## src/rtl/stream_minmax_tracker.sv

```systemverilog
// Running min/max tracker over a valid/ready packet stream of unsigned 32-bit operands.
// Emits one registered result beat (min, max, first-occurrence indices, count, overflow) per packet.

module comparator_32b (
  input  logic [31:0] a,
  input  logic [31:0] b,
  output logic        eq,
  output logic        lt,
  output logic        gt
);
  assign eq = (a == b);
  assign lt = (a <  b);
  assign gt = (a >  b);
endmodule

module stream_minmax_tracker #(
  parameter int unsigned CNT_W = 16
) (
  input  logic             clk,
  input  logic             rst,
  input  logic             in_valid,
  output logic             in_ready,
  input  logic [31:0]      in_data,
  input  logic             in_last,
  output logic             out_valid,
  input  logic             out_ready,
  output logic [31:0]      out_min,
  output logic [31:0]      out_max,
  output logic [CNT_W-1:0] out_min_idx,
  output logic [CNT_W-1:0] out_max_idx,
  output logic [CNT_W-1:0] out_count,
  output logic             out_ovf
);

  typedef enum logic [1:0] {IDLE, ACCUM, DONE} state_t;

  localparam logic [CNT_W-1:0] CNT_MAX = '1;
  localparam logic [CNT_W-1:0] CNT_ONE = CNT_W'(1);

  state_t           state, state_nxt;
  logic [31:0]      min_q, max_q;
  logic [CNT_W-1:0] min_idx_q, max_idx_q, count_q;
  logic             ovf_q;
  logic             accept;

  logic min_eq, min_lt, min_gt;
  logic max_eq, max_lt, max_gt;

  comparator_32b u_cmp_min (
    .a  (in_data),
    .b  (min_q),
    .eq (min_eq),
    .lt (min_lt),
    .gt (min_gt)
  );

  comparator_32b u_cmp_max (
    .a  (in_data),
    .b  (max_q),
    .eq (max_eq),
    .lt (max_lt),
    .gt (max_gt)
  );

  assign accept = in_valid & in_ready;

  always_ff @(posedge clk) begin
    if (rst) state <= IDLE;
    else     state <= state_nxt;
  end

  always_comb begin
    state_nxt = state;
    case (state)
      IDLE:    if (accept) state_nxt = in_last ? DONE : ACCUM;
      ACCUM:   if (accept && in_last) state_nxt = DONE;
      DONE:    if (out_ready) state_nxt = IDLE;
      default: state_nxt = IDLE;
    endcase
  end

  // in_ready is also masked by rst so it reads 0 throughout the reset cycle.
  always_comb begin
    in_ready  = 1'b0;
    out_valid = 1'b0;
    case (state)
      IDLE, ACCUM: in_ready  = ~rst;
      DONE:        out_valid = 1'b1;
      default:     ;
    endcase
  end

  // Once saturated the count holds, so later updates record the saturated value as index.
  always_ff @(posedge clk) begin
    if (rst) begin
      min_q     <= '0;
      max_q     <= '0;
      min_idx_q <= '0;
      max_idx_q <= '0;
      count_q   <= '0;
      ovf_q     <= 1'b0;
    end else if (accept) begin
      if (state == IDLE) begin
        min_q     <= in_data;
        max_q     <= in_data;
        min_idx_q <= '0;
        max_idx_q <= '0;
        count_q   <= CNT_ONE;
        ovf_q     <= 1'b0;
      end else begin
        if (min_lt) begin
          min_q     <= in_data;
          min_idx_q <= count_q;
        end
        if (max_gt) begin
          max_q     <= in_data;
          max_idx_q <= count_q;
        end
        if (count_q == CNT_MAX) ovf_q   <= 1'b1;
        else                    count_q <= count_q + CNT_ONE;
      end
    end
  end

  assign out_min     = min_q;
  assign out_max     = max_q;
  assign out_min_idx = min_idx_q;
  assign out_max_idx = max_idx_q;
  assign out_count   = count_q;
  assign out_ovf     = ovf_q;

endmodule

```

## config.mk

```make
export PLATFORM = sky130hd
export DESIGN_NAME = stream_minmax_tracker
export DESIGN_NICKNAME = d
export VERILOG_FILES = /design/src/rtl/stream_minmax_tracker.sv
export SDC_FILE = /design/constraint.sdc
export NUM_CORES = 1
export LEC_CHECK = 0
export ABC_AREA = 1
export CAP_MARGIN = 20
export CORE_ASPECT_RATIO = 2
export CORE_MARGIN = 8
export CORE_UTILIZATION = 53
export CTS_BUF_LIST = sky130_fd_sc_hd__clkbuf_4 sky130_fd_sc_hd__clkbuf_8
export CTS_CLUSTER_DIAMETER = 200
export DETAILED_ROUTE_END_ITERATION = 12
export PLACE_DENSITY = 0.86
export SLEW_MARGIN = 10
export SYNTH_ARGS = -nofsm -noshare
export SYNTH_HDL_FRONTEND = slang
export SYNTH_SLANG_ARGS = --single-unit
```

## constraint.sdc

```tcl
create_clock -name clk -period 2.32 [get_ports clk]
set_clock_uncertainty 0.1 [all_clocks]
set_input_delay 0.464 -clock clk [delete_from_list [all_inputs] [get_ports clk]]
set_output_delay 0.464 -clock clk [all_outputs]
set_load 0.02 [all_outputs]
```

==> run summary, run 1 <==
## Clocking
• 17 — total clock buffers created by CTS
• 4 — H-tree depth
• 2 — clk buf depth
• 115 — CTS Sinks
• sky130_fd_sc_hd__clkbuf_8 — root buffer cell
• 430 ps — clock latency at the later pin of the worst-skew pair
• 70 ps — clock-pin slew of the registers on the worst-case setup and hold paths
• yes — CTS tree

## Detailed routing
• 703 — number of DRC violations after detailed-routing iteration 0
• 5.80 — Avg Vias per Cell
• 0 — number of design rule violations left after detail routing
• 7644 — total vias in the final route
• 5 — number of optimization iterations in the first detailed-route pass
• 0 — antenna-violating nets left
• 25.1 mm — routed wire length
• 19.0 µm — WL per Instance

## Synthesis
• 115 — #FFs+latches synth
• 1048 — Syn Nets
• 34.3% — sequential area share after synthesis
• 7.09 µm² — Syn Area/Cell
• 0 — YS warnings
• 34 — count of distinct cell types in the synthesized netlist
• 6710 µm² — post-synthesis instance area
• 947 — Gate Count Post-Synth

## Critical path
• 16 — Worst Path Max Fanout
• 2570 ps — worst path required time
• out_max[17] — FF-to-FF Start
• register — kind of end point of the critical path
• 2630 ps — Critical Path AT
• register — Setup crit start kind
• -60 ps — worst reg-to-reg setup slack
• register to register — critical path class
• 14 — cell depth of the worst flop-to-flop path
• out_max[31] — endpoint of the lowest-slack register-to-register path

## Place
• 151 — number of port buffers
• 1269 — placed cell count
• 1.04 — GP Congestion
• 16.4 mm — half-perimeter wire length after placement

## Finish
• 17.6% — share of final-layout standard cells stronger than drive strength 1
• 870 — total of fill cells in the finished design
• 1319 — Cell Count, Final, Fillers Out
• 1256 — Nets
• 77.2% — Final Util
• 43.6% — post-synthesis to final-layout area growth

## Power and ir drop
• 0.000500 V — VDD IR-drop max
• 606 nW/µm² — pwr dens
• 5.84 mW — overall power after layout
• 4.22 nW — static leakage

## Die
• 58 — number of standard-cell rows in the floorplan
• 152 — boundary pin count
• 175 µm — die extent in y
• 53.8% — starting density of the core
• 16700 µm² — die area
• 95.6 µm — die width
• 12500 µm² — Std-Cell Core Area

## Timing
• 103% — Period Utilization, post-route
• 0 — total count of hold-check failures in the final report
• 279 ps — WHS
• 420 MHz — maximum achievable frequency
• 481 ps — slew at the pin closest to its max-slew limit
• 0 — final-report max-slew violation count
• 15 — Final setup violation count
• 67.9% — Slew HR
• -62.2 ps — smallest setup slack after layout
• 2380 ps — time the final worst path needs with I/O delays and setup
• -257 ps — Setup TNS Final
• true — unrepaired setup endpoints after global routing

## Hold path
• out_min[17] — Worst Hold Path EP
• input pin to register — Hold WC Path Type
• in_data[17] — start point of the worst hold path
• 3 — hold depth

## Global routing
• 47 — largest net degree at the start of global routing
• 7386 — number of global-route vias before repair
• 36.0 mm — global-route wire length before repair
• 27.5% — all-layer global routing usage
• 0 — sum of overflow across all layers after global routing
• 3 — initial antenna violation count

## Run status
• finished, violations left — status
• setup timing — failing checks

## Flow run
• 0 — max_cap viols

[critical path: stages, from the launching register on]
cell                        delay, ps
sky130_fd_sc_hd__dfxtp_1          340
sky130_fd_sc_hd__inv_1             70
sky130_fd_sc_hd__ha_1             310
sky130_fd_sc_hd__nand2_1           80
sky130_fd_sc_hd__nand2_1           60
sky130_fd_sc_hd__nand2_1           60
sky130_fd_sc_hd__nand2_1           60
sky130_fd_sc_hd__nand2_1           90
sky130_fd_sc_hd__nand3_1          170
sky130_fd_sc_hd__a21oi_2          210
sky130_fd_sc_hd__nand2_2          120
sky130_fd_sc_hd__nand2_8          150
sky130_fd_sc_hd__clkbuf_16        210
sky130_fd_sc_hd__a21oi_1           80
sky130_fd_sc_hd__nor2_1           170
[layer usage]
| layer | wire length, µm | share of wire [%] | track usage (%) |
|---|---|---|---|
| met1 | 8030 | 32 | 26.0 |
| met2 | 13500 | 54 | 49.6 |
| met3 | 1770 | 7.1 | 6.36 |
| met4 | 1750 | 7.0 | 18.3 |
| met5 | 11 | 0.044 | 0 |
[metrics by stage]
stage | setup slack, ps | cell area [µm²]
after floorplan | 256 | 6710
after global routing | -200 | 9640
after detailed placement | -511 | 8790
final | -62.2 | 9640
after CTS | 25.7 | 9400
after global placement | -431 | 8790
[worst max-delay path by stage]
| stage | startpoint | end | slack [ps] | depth (start not counted) |
|---|---|---|---|---|
| global route | out_min[23] | out_min[14] | -200 | 13 |
| finish | out_max[17] | out_max[31] | -60 | 14 |
| floorplan | out_min[31] | out_min[31] | 260 | 12 |
| CTS | in_data[17] | out_min[23] | 30 | 14 |
| global placement | in_data[29] | out_min[26] | -430 | 12 |
| detailed placement | in_data[29] | out_min[26] | -510 | 12 |
[state kept, by name (all words and copies together) (netlist names)]
| name | count |
|---|---|
| out_max | 32 |
| out_min | 32 |
| out_count | 16 |
| out_max_idx | 16 |
| out_min_idx | 16 |
| state | 2 |
| out_ovf | 1 |
[area by class of cell]
| class | instances | area, µm² | area share (%) |
|---|---|---|---|
| clock inverters | 13 | 138 | 1.43 |
| flip-flops and latches | 115 | 2310 | 24.0 |
| inverters | 109 | 409 | 4.24 |
| repair buffers | 240 | 2410 | 25.0 |
| multi-input cells | 672 | 3930 | 40.8 |
| clock buffers | 18 | 248 | 2.57 |
| well taps | 150 | 188 | 1.95 |
| diodes | 2 | 5.00 | 0.0519 |
[synth_stat cells]
cell	number	share of area (%)
sky130_fd_sc_hd__a21oi_1	129	9.6
sky130_fd_sc_hd__a211oi_1	1	0.11
sky130_fd_sc_hd__a31oi_1	1	0.093
sky130_fd_sc_hd__inv_1	108	6.0
sky130_fd_sc_hd__or2_1	1	0.093
sky130_fd_sc_hd__a21o_1	1	0.11
sky130_fd_sc_hd__nand2_4	1	0.17
sky130_fd_sc_hd__and3_1	1	0.093
sky130_fd_sc_hd__o2111a_1	1	0.17
sky130_fd_sc_hd__nand2_2	3	0.28
sky130_fd_sc_hd__nand3_1	124	9.2
sky130_fd_sc_hd__o21a_1	2	0.22
sky130_fd_sc_hd__nor3_1	12	0.89
sky130_fd_sc_hd__nand3_2	16	2.4
sky130_fd_sc_hd__buf_2	22	1.6
sky130_fd_sc_hd__nor4b_4	1	0.35
sky130_fd_sc_hd__nand2_1	159	8.9
sky130_fd_sc_hd__buf_4	7	0.78
sky130_fd_sc_hd__nor2_4	1	0.17
sky130_fd_sc_hd__nand3b_1	1	0.11
sky130_fd_sc_hd__o21ai_0	13	0.97
sky130_fd_sc_hd__dfxtp_1	115	34
sky130_fd_sc_hd__nand2_8	1	0.30
sky130_fd_sc_hd__nor2_2	2	0.19
sky130_fd_sc_hd__nor2_1	112	6.3
sky130_fd_sc_hd__nand4_1	8	0.75
sky130_fd_sc_hd__ha_1	64	12
sky130_fd_sc_hd__clkbuf_1	11	0.62
sky130_fd_sc_hd__o21ai_1	1	0.074
sky130_fd_sc_hd__a21oi_2	11	1.4
sky130_fd_sc_hd__buf_6	4	0.67
sky130_fd_sc_hd__buf_1	8	0.45
sky130_fd_sc_hd__xor2_1	4	0.52
sky130_fd_sc_hd__clkinv_1	1	0.056
[cell families (layout without fill, tap and decap cells)]
family | Yosys count | after routing | share of synthesized area (%)
flip-flops | 115 | 115 | 34.3
AND/OR/NAND/NOR | 443 | 444 | 30.2
XOR/XNOR | 4 | 4 | 0.522
adder cells (fa/ha/maj) | 64 | 64 | 11.9
other | 0 | 2 | 0
AO/OA/AOI/OAI | 160 | 160 | 12.8
buffers and inverters | 161 | 380 | 10.3
[power breakdown]
group / switching, mW / leakage (nW) / internal, mW
registers: 0.0827 / 0.943 / 2.10
clock network: 0.889 / 0.179 / 0.971
logic: 1.03 / 3.10 / 0.764
total: 2.01 / 4.22 / 3.84
[timing repair]
| action | 4_1_cts | 5_1_grt |
|---|---|---|
| endpoints found under the setup margin | 44 | 96 |
| gates resized for setup | 43 | 44 |
| gates cloned | 3 | 3 |
| hold buffers | 0 | 0 |
| endpoints found under the hold margin | 0 | 0 |
| setup buffers | 9 | 2 |
| pin swaps | 17 | 17 |
[cells in the final DEF (no fill, tap or decap), drive strengths merged]
master / count
a21oi: 140
ha: 64
o21ai: 14
and3: 1
dlygate4sd2: 20
clkdlybuf4s50: 125
o21a: 2
nand3b: 1
clkinv: 6
a211oi: 1
inv: 108
nand2: 165
clkinvlp: 6
clkbuf: 21
nor3: 12
nand4: 8
dlymetal6s2s: 6
dfxtp: 115
a21o: 1
a31oi: 1
xor2: 4
buf: 86
nand3: 140
or2: 1
o2111a: 1
nor4b: 1
diode: 2
bufinv: 2
nor2: 115
No activity file was read; power rests on OpenSTA's default activity.
==> inputs of run 2 (changes only) <==
--- a/config.mk
+++ b/config.mk
@@ -9,11 +9,10 @@
 export CAP_MARGIN = 20
 export CORE_ASPECT_RATIO = 2
 export CORE_MARGIN = 8
-export CORE_UTILIZATION = 53
-export CTS_BUF_LIST = sky130_fd_sc_hd__clkbuf_4 sky130_fd_sc_hd__clkbuf_8
+export CORE_UTILIZATION = 51
 export CTS_CLUSTER_DIAMETER = 200
 export DETAILED_ROUTE_END_ITERATION = 12
-export PLACE_DENSITY = 0.86
+export PLACE_DENSITY = 0.83
 export SLEW_MARGIN = 10
 export SYNTH_ARGS = -nofsm -noshare
 export SYNTH_HDL_FRONTEND = slang
==> run 2 against run 1 <==
Against the previous run: the flow still finishes with violations (setup timing); maximum frequency decreased by 6.3%; power up 18%; clock power is 44% higher; non-clock buffer count unchanged; combinational power grew 13%; sequential share of layout area down 1.6 points; first-iteration DRC count decreased by 12%; largest cell class unchanged; sequential cell count is the same; utilization rose by 2.9 points.
==> run summary, run 2 (same netlist as run 1, synthesis figures left out) <==
## Run status
• finished, violations left — status
• setup timing — failing checks

## Timing
• 110% — Period Utilization, post-route, +6.9 points
• 52 — Final setup violation count, +37
• 615 ps — slew at the pin closest to its max-slew limit, +133 ps
• 0 — total count of hold-check failures in the final report, unchanged
• -223 ps — smallest setup slack after layout, -161 ps
• 58.6% — Slew HR, -9.3 points
• 393 MHz — maximum achievable frequency, -6.3%
• 0 — final-report max-slew violation count, unchanged
• 2540 ps — time the final worst path needs with I/O delays and setup, +161 ps

## Clocking
• yes — CTS tree
• 420 ps — clock latency at the later pin of the worst-skew pair, about the same
• 4 — H-tree depth, unchanged
• sky130_fd_sc_hd__clkbuf_16 — root buffer cell
• 17 — total clock buffers created by CTS, unchanged
• 2 — clk buf depth, unchanged
• 0 — Post-CTS Hold Buffers, unchanged
• 70 ps — clock-pin slew of the registers on the worst-case setup and hold paths, about the same
• 115 — CTS Sinks, unchanged

## Detailed routing
• 20.8 µm — WL per Instance, +9.1%
• 6.02 — Avg Vias per Cell, +3.9%
• 0 — antenna-violating nets left, unchanged
• 7 — number of optimization iterations in the first detailed-route pass, +2
• 0 — number of design rule violations left after detail routing, unchanged
• 7949 — total vias in the final route, +4.0%
• 27.4 mm — routed wire length, +9.2%
• 620 — number of DRC violations after detailed-routing iteration 0, -12%

## Power and ir drop
• 665 nW/µm² — pwr dens, +9.7%
• 4.42 nW — static leakage, +4.6%
• 0.000742 V — VDD IR-drop max, +48%
• 6.89 mW — overall power after layout, +18%

## Die
• 178 µm — die extent in y, +1.8%
• 59 — number of standard-cell rows in the floorplan, +1.7%
• 97.1 µm — die width, +1.6%
• 152 — boundary pin count, unchanged
• 52.0% — starting density of the core, -1.8 points
• 17300 µm² — die area, +3.4%
• 12900 µm² — Std-Cell Core Area, +3.5%

## Global routing
• 25.1% — all-layer global routing usage, -2.3 points
• 1 — initial antenna violation count, -2
• 0 — sum of overflow across all layers after global routing, unchanged
• 35.5 mm — global-route wire length before repair, -1.5%
• 7414 — number of global-route vias before repair, +0.38%
• 75 — largest net degree at the start of global routing, +60%

## Finish
• 23.0% — share of final-layout standard cells stronger than drive strength 1, +5.5 points
• 80.2% — Final Util, +2.9 points
• 1256 — Nets, unchanged
• 54.3% — post-synthesis to final-layout area growth
• sky130_fd_sc_hd__nand2_1 — most frequent standard cell in the layout excluding fill and tap cells
• 1320 — Cell Count, Final, Fillers Out, +0.076%
• sky130_fd_sc_hd__nand2_1, sky130_fd_sc_hd__nand3_1, sky130_fd_sc_hd__clkdlybuf4s50_1 — commonest cells after routing, fill and taps aside
• 4330 µm² — area of combinational cells with multiple inputs, +10%
• 770 — total of fill cells in the finished design, -11%
• 0 — diode insertion count for antenna repair, -2
• 2320 µm² — area taken by flip-flops and latches, +0.11%

## Place
• 151 — number of port buffers, unchanged
• 1266 — placed cell count, -0.24%
• -548 ps — pre-CTS setup slack, -36.9 ps
• 15.5 mm — half-perimeter wire length after placement, -5.7%
• 1.03 — GP Congestion, -0.39%

## Flow run
• 0 — max_cap viols, unchanged

## Critical path
• register to register — critical path class
• 2790 ps — Critical Path AT, +160 ps
• 2560 ps — worst path required time, about the same
• 8 — Worst Path Max Fanout, -8
• register — Setup crit start kind
• register — kind of end point of the critical path

## Hold path
• input pin to register — Hold WC Path Type

[run 2: changes by cell type in the layout (fill, tap and decap cells not counted), moves of 5 or more]
cell,previous run,this run
sky130_fd_sc_hd__a21oi_1,117,82
sky130_fd_sc_hd__a21oi_2,23,54
sky130_fd_sc_hd__clkbuf_16,3,24
sky130_fd_sc_hd__clkbuf_8,18,1
sky130_fd_sc_hd__ha_1,59,43
sky130_fd_sc_hd__ha_4,5,21
sky130_fd_sc_hd__buf_4,70,56
sky130_fd_sc_hd__buf_6,3,14
sky130_fd_sc_hd__nand2_1,154,144
sky130_fd_sc_hd__nand2_2,7,14
sky130_fd_sc_hd__dfxtp_2,7,12
[run 2: path summary, 6_finish.rpt]
kind | startpoint | end | slack, ps | cells after the start
max | out_max[27] | out_max[28] | -220 | 13
min | in_data[18] | out_max[18] | 340 | 4
max reg2reg | out_max[27] | out_max[28] | -220 | 13
min reg2reg | out_min_idx[14] | out_min_idx[14] | 370 | 2
[run 2: per-stage QoR]
stage / TNS [ps] / area, µm² / hold WS [ps]
6_report: -7600 / 10400 / 340
2_1_floorplan: 0 / 6710 / 447
3_3_place_gp: -41410 / 8760 / 361
5_1_grt: -10620 / 10400 / 376
4_1_cts: 0 / 9540 / 376
3_5_place_dp: -42110 / 8760 / 364
[run 2: routing by layer]
layer / global-route usage [%] / part of all wire, % / vias to the layer above
met5: 0 / 0.044 / -
li1: - / - / 3534
met1: 22.7 / 32 / 3721
met2: 48.4 / 53 / 499
met3: 5.78 / 7.6 / 193
met4: 16.7 / 7.5 / 2
[run 2: power by group]
part	internal (mW)	switching (mW)	leakage [nW]
logic	0.866	1.16	3.20
clock network	1.62	1.05	0.275
registers	2.11	0.0897	0.944
total	4.59	2.30	4.42
[run 2: repair_timing]
item	CTS	global route
cloned	2	13
setup buffers	4	5
setup endpoints to repair	61	96
pin swaps	14	37
resized for setup	44	126
[run 2: worst max-delay path, cell delays in order (launching register included)]
cell	delay (ps)
sky130_fd_sc_hd__dfxtp_1	350
sky130_fd_sc_hd__inv_1	70
sky130_fd_sc_hd__ha_1	300
sky130_fd_sc_hd__nand2_1	80
sky130_fd_sc_hd__o21ai_0	520
sky130_fd_sc_hd__nand2_1	140
sky130_fd_sc_hd__nand2_1	120
sky130_fd_sc_hd__a21oi_2	50
sky130_fd_sc_hd__nand2_4	140
sky130_fd_sc_hd__nand2_8	130
sky130_fd_sc_hd__buf_12	170
sky130_fd_sc_hd__nand3_1	80
sky130_fd_sc_hd__nand2_1	80
sky130_fd_sc_hd__nor2_1	130
[run 2: area by class of cell]
| cell class | count | area share, % |
|---|---|---|
| Clock buffer | 18 | 4.24 |
| Clock inverter | 14 | 1.50 |
| Inverter | 109 | 3.95 |
| Multi-Input combinational cell | 672 | 41.9 |
| Sequential cell | 115 | 22.4 |
| Tap cell | 152 | 1.84 |
| Timing Repair Buffer | 240 | 24.2 |
